===== config.mk =====
export PLATFORM = sky130hd
export DESIGN_NAME = tick_gen_multi
export DESIGN_NICKNAME = d
export VERILOG_FILES = /design/src/rtl/tick_gen_multi.sv
export SDC_FILE = /design/constraint.sdc
export NUM_CORES = 1
export LEC_CHECK = 0
export ABC_CLOCK_PERIOD_IN_PS = 7400
export CAP_MARGIN = 20
export CELL_PAD_IN_SITES_DETAIL_PLACEMENT = 1
export CELL_PAD_IN_SITES_GLOBAL_PLACEMENT = 2
export CORE_MARGIN = 2
export CORE_UTILIZATION = 29
export CTS_CLUSTER_SIZE = 28
export DETAILED_ROUTE_END_ITERATION = 8
export DONT_BUFFER_PORTS = 1
export PLACE_DENSITY = 0.68
export SYNTH_ARGS = -nofsm -noshare
export SYNTH_HDL_FRONTEND = slang
export SYNTH_SLANG_ARGS = --single-unit

===== constraint.sdc =====
create_clock -name clk -period 7.4 [get_ports clk]
set_input_delay 0 -clock clk [delete_from_list [all_inputs] [get_ports clk]]
set_output_delay 0 -clock clk [all_outputs]
set_load 0.005 [all_outputs]

===== src/rtl/tick_gen_multi.sv =====
// Multi-channel programmable tick generator.
// Every channel divides clk by its own runtime divisor and drives a one-cycle
// strobe (tick) plus a toggle output (sq) that flips on each tick. Divisor
// writes land in a shadow register and become active only at a safe point:
// on a global sync, while the channel is disabled, or at its terminal count.
module tick_gen_multi #(
  parameter int unsigned NUM_CH      = 4,
  parameter int unsigned CH_W        = 2,
  parameter int unsigned CNT_W       = 21,
  parameter int unsigned DEFAULT_DIV = 1666667
) (
  input  logic              clk,
  input  logic              rst,
  input  logic [NUM_CH-1:0] en,
  input  logic              sync,
  input  logic              wr_en,
  input  logic [CH_W-1:0]   wr_ch,
  input  logic [CNT_W-1:0]  wr_div,
  output logic [NUM_CH-1:0] tick,
  output logic [NUM_CH-1:0] sq,
  output logic [NUM_CH-1:0] div_pending
);

  logic [CNT_W-1:0]  cnt     [NUM_CH];
  logic [CNT_W-1:0]  act_div [NUM_CH];
  logic [CNT_W-1:0]  shd_div [NUM_CH];
  logic [CNT_W-1:0]  period  [NUM_CH];
  logic [NUM_CH-1:0] pend;
  logic [NUM_CH-1:0] tc;
  logic [NUM_CH-1:0] activate;
  logic [NUM_CH-1:0] wr_hit;

  assign div_pending = pend;

  // Effective period, terminal count, shadow activation and write decode per channel
  always_comb begin
    tc       = '0;
    activate = '0;
    wr_hit   = '0;
    for (int unsigned i = 0; i < NUM_CH; i++) begin
      period[i]   = (act_div[i] == '0) ? CNT_W'(1) : act_div[i];
      tc[i]       = en[i] && (cnt[i] == period[i] - CNT_W'(1));
      activate[i] = pend[i] && (sync || !en[i] || tc[i]);
      // Out-of-range channel indices never match any channel, so they are dropped
      wr_hit[i]   = wr_en && (32'(wr_ch) == i);
    end
  end

  // Per-channel counter, strobe, toggle and divisor shadow update
  always_ff @(posedge clk or posedge rst) begin
    if (rst) begin
      for (int unsigned i = 0; i < NUM_CH; i++) begin
        cnt[i]     <= '0;
        act_div[i] <= CNT_W'(DEFAULT_DIV);
        shd_div[i] <= CNT_W'(DEFAULT_DIV);
      end
      pend <= '0;
      tick <= '0;
      sq   <= '0;
    end else begin
      for (int unsigned i = 0; i < NUM_CH; i++) begin
        if (sync) begin
          cnt[i]  <= '0;
          tick[i] <= 1'b0;
          sq[i]   <= 1'b0;
        end else if (!en[i]) begin
          tick[i] <= 1'b0;
        end else if (tc[i]) begin
          cnt[i]  <= '0;
          tick[i] <= 1'b1;
          sq[i]   <= ~sq[i];
        end else begin
          cnt[i]  <= cnt[i] + CNT_W'(1);
          tick[i] <= 1'b0;
        end

        if (activate[i]) begin
          act_div[i] <= shd_div[i];
          pend[i]    <= 1'b0;
        end
        // A write in the same cycle as activation is assigned last, so it wins:
        // act_div still takes the old shadow, while the new value stays pending.
        if (wr_hit[i]) begin
          shd_div[i] <= wr_div;
          pend[i]    <= 1'b1;
        end
      end
    end
  end

endmodule


==> summary.md <==
| Metric | Value |
|---|---|
| Outcome | complete, no violations |
| First-pass GRT wire length | around 74 mm |
| Clk pin slew, worst setup/hold paths | 60 ps |
| Post-synth EDFFs | 0 |
| Max IR drop VDD | ~180 µV |
| Async set-reset flop share out of synthesis | 1.000 |
| Vias | roughly 12000 |
| CP Buf/Inv Count | 1 |
| Port bufs | 0 |
| Cells after DPL | 2184 |
| Post-Syn Nets | 1614 |
| Initial Util | 0.2918 |
| Pint | ~3.5 mW |
| CP Max Fanout | 31 |
| Max-Cap Viols | 0 |
| Post-synth top flop | dfrtp_1 |
| Layout Area Growth over Synthesis | 15.24% |
| Die Span Y | 233.3 µm |
| Clock power share | 0.352 |
| Clock skew | 27.62 ps |
| Total die area | 54410 µm² |
| Post-Route WL | 45.54 mm |
| Worst Max-Slew Pin Slew | around 1000 ps |
| Rows | 84 |
| Htree depth | 1 |
| Power share of the combinational group | 0.220 |
| Netlist cell types | 75 |
| Cts bufs inserted | 31 |
| RSZ-0062 raised after global routing | no |
| Tcrit/Tclk final | 0.6893 |
| CTS sink count | 264 |
| TritonCTS clock tree | done |
| Final #Nets | 1614 |
| DR WL/cell | 19.90 µm |
| Chip width | around 230 µm |
| Crit path max-delay family | simple AND/OR/NAND/NOR gates |
| RD Place Congestion | 0.9301 |
| DPL Wire Length | roughly 31 mm |
| Clock Tree Root | clkbuf_16 |
| Final Instance Count excl. Fillers | 2288 |
| Antenna-violating nets left | 0 |
| DR pass1 iterations | 4 |
| Critical Path Sink Type | flop |
| Worst slew margin | 0.2986 |
| Worst min path class | in -> reg |
| Synthesized area per cell | 9.678 µm² |
| Design area | ~18000 µm² |
| Initial antenna violation count | 3 |
| Sequential group share of total power | 0.427 |
| CP dominant cell by count | and4_1 |
| Post-DP Area | 15880 µm² |
| Worst-Skew Late Latency | about 600 ps |
| Synth Cell Area | 15240 µm² |
| Fmax | 0.1960 GHz |
| Core Util, Final | 0.3363 |
| Final Setup Violations | 0 |
| Fin. Hold Viols | 0 |
| Yosys warns | 0 |
| Cell Pwr Density | a little under 300 nW/µm² |
| CP Data Arrival Time | 5560 ps |
| Tot Pwr | approximately 5.1 mW |
| Slowest CP cell | nand2b_1 |
| Worst stage delay on the critical path | 860 ps |
| CP Launch Type | flop |
| DRT iter0 DRCs | 622 |
| Via-to-Cell Ratio | 5.235 |
| Setup_tns | 0 ps |
| Crit Path Category | reg -> reg |
| Leakage power | 6.816 nW |
| Most frequent cells in the layout | dfrtp_1 (160), nand2_1 (143), nor2_1 (128) |
| GR Util All Layers | 0.1713 |
| Layout cells sized above 1 | 0.2045 |
| Minimum clock period | 5101 ps |
| Register area share after synthesis | 0.4420 |
| Worst-path cell chain | nor4_1 -> and4_1 -> a21oi_1 -> ha_1 -> or3b_2 -> nor2_1 -> a221o_1 -> and4b_1 -> and4_1 -> a21oi_2 -> buf_4 -> nand2b_1 -> mux2_2 |
| #FFs+latches synth | 264 |
| Slew Viols, Final | 0 |
| Number of I/O pins | 43 |
| Critical Path RT | 7850 ps |
| Most common cell after layout, fill and taps aside | dfrtp_1 |
| Vias in the first global route | roughly 13000 |
| GR Overflow Total | 0 |
| Clock buffer depth | 3 |
| Largest net degree at the start of global routing | 146 |
| Mapped Cells | 1575 |
| NetSw | 1.592 mW |
| Net Sw Frac | 0.3136 |
| Core area | about 52000 µm² |
| Post-route DRC | 0 |
-- power by group through the flow --
stage,clock (mW),sequential (mW),combinational [mW]
3_3_place_gp,0,2.18,1.04
5_1_grt,1.90,2.23,1.25
3_5_place_dp,0,2.19,1.06
2_1_floorplan,0,2.01,0.932
6_report,1.79,2.17,1.12
4_1_cts,1.84,2.17,1.13
-- Yosys cell counts, drive strengths merged (9+ instances only) --
cell	instances	area [µm²]
dfrtp	160	4004
nand2	144	548.0
nor2	130	490.5
mux2	127	1430
dfstp	104	2733
xnor2	81	709.4
nor3	74	370.4
clkbuf	72	270.3
nand3	71	355.3
xor2	66	578.1
inv	46	172.7
o21ai	46	230.2
nand4	42	262.8
a21oi	34	170.2
nor4	32	200.2
and3	29	181.4
a211o	23	201.4
a221o	22	220.2
or4	22	172.7
buf	17	97.60
or3	16	100.1
nand3b	14	105.1
nor3b	13	97.59
nor2b	12	75.07
nand2b	11	68.82
a22o	10	87.58
and2	10	62.56
o311ai	10	87.59
o31ai	10	75.07
a31oi	9	56.30
-- per-layer routing --
layer	vias to the layer above	GRT usage	part of all wire
li1	5711	-	-
met3	61	0.01929	0.023
met2	100	0.2978	0.49
met5	-	0	0
met4	0	0.04777	0.023
met1	6105	0.2240	0.46
-- flip-flops by register name (all words and copies together) (netlist names) --
register	cells
act_div	84
cnt	84
div_pending	4
shd_div	84
sq	4
tick	4
-- kinds of logic (layout without fill, tap and decap cells) --
family	after synthesis	count (layout)	synth area share
buf+inv	135	159	0.03546
fa+ha+maj	8	8	0.006567
xor+xnor	147	147	0.08447
simple gates	653	653	0.2216
mux	133	133	0.09777
flops	264	264	0.4420
other cells	0	1	0
compound gates	235	235	0.1122
-- worst register-to-register path, delay by kind of cell (launching register included) --
kind / cells / cell delay (ps)
AND/OR/NAND/NOR: 7 / 2930
buffers and inverters: 1 / 320
adder cells (fa/ha/maj): 1 / 230
AO/OA/AOI/OAI: 3 / 580
multiplexers: 1 / 420
flip-flops: 1 / 490
-- final timing paths --
path                              from             end  slack, ps  cells after the start
max reg2reg                act_div[49]     act_div[46]       2300                     13
max in group asynchronous          rst     act_div[75]       5870                      3
max                        act_div[49]     act_div[46]       2300                     13
min in group asynchronous          rst         tick[1]        110                      2
min                              wr_en  div_pending[0]         60                      3
min reg2reg                shd_div[57]     act_div[57]        500                      1
-- stage by stage --
| step | worst slack (ps) | hold WS, ps |
|---|---|---|
| 2_1_floorplan | 303.6 | 150.6 |
| 3_3_place_gp | 2319 | 66.06 |
| 3_5_place_dp | 2246 | 67.08 |
| 4_1_cts | 2199 | 28.33 |
| 5_1_grt | 1883 | 56.60 |
| 6_report | 2299 | 61.02 |
-- layout make-up --
type | instances | area, µm²
Clock buffer | 37 | 818.3
Clock inverter | 20 | 361.6
Antenna cell | 1 | 2.502
Sequential cell | 264 | 6736
Tap cell | 688 | 860.8
Timing Repair Buffer | 56 | 588.1
Fill cell | 5881 | 34670
Inverter | 46 | 180.2
Multi-Input combinational cell | 1176 | 8018
-- what timing repair did --
item | in CTS | in global routing
endpoints found under the setup margin | 0 | 0
resized for setup | 0 | 0
hold endpoints to repair | 315 | 4
hold buffers | 40 | 4
buffers inserted | 0 | 0
Note: power is estimated with default switching activity, not from simulation.
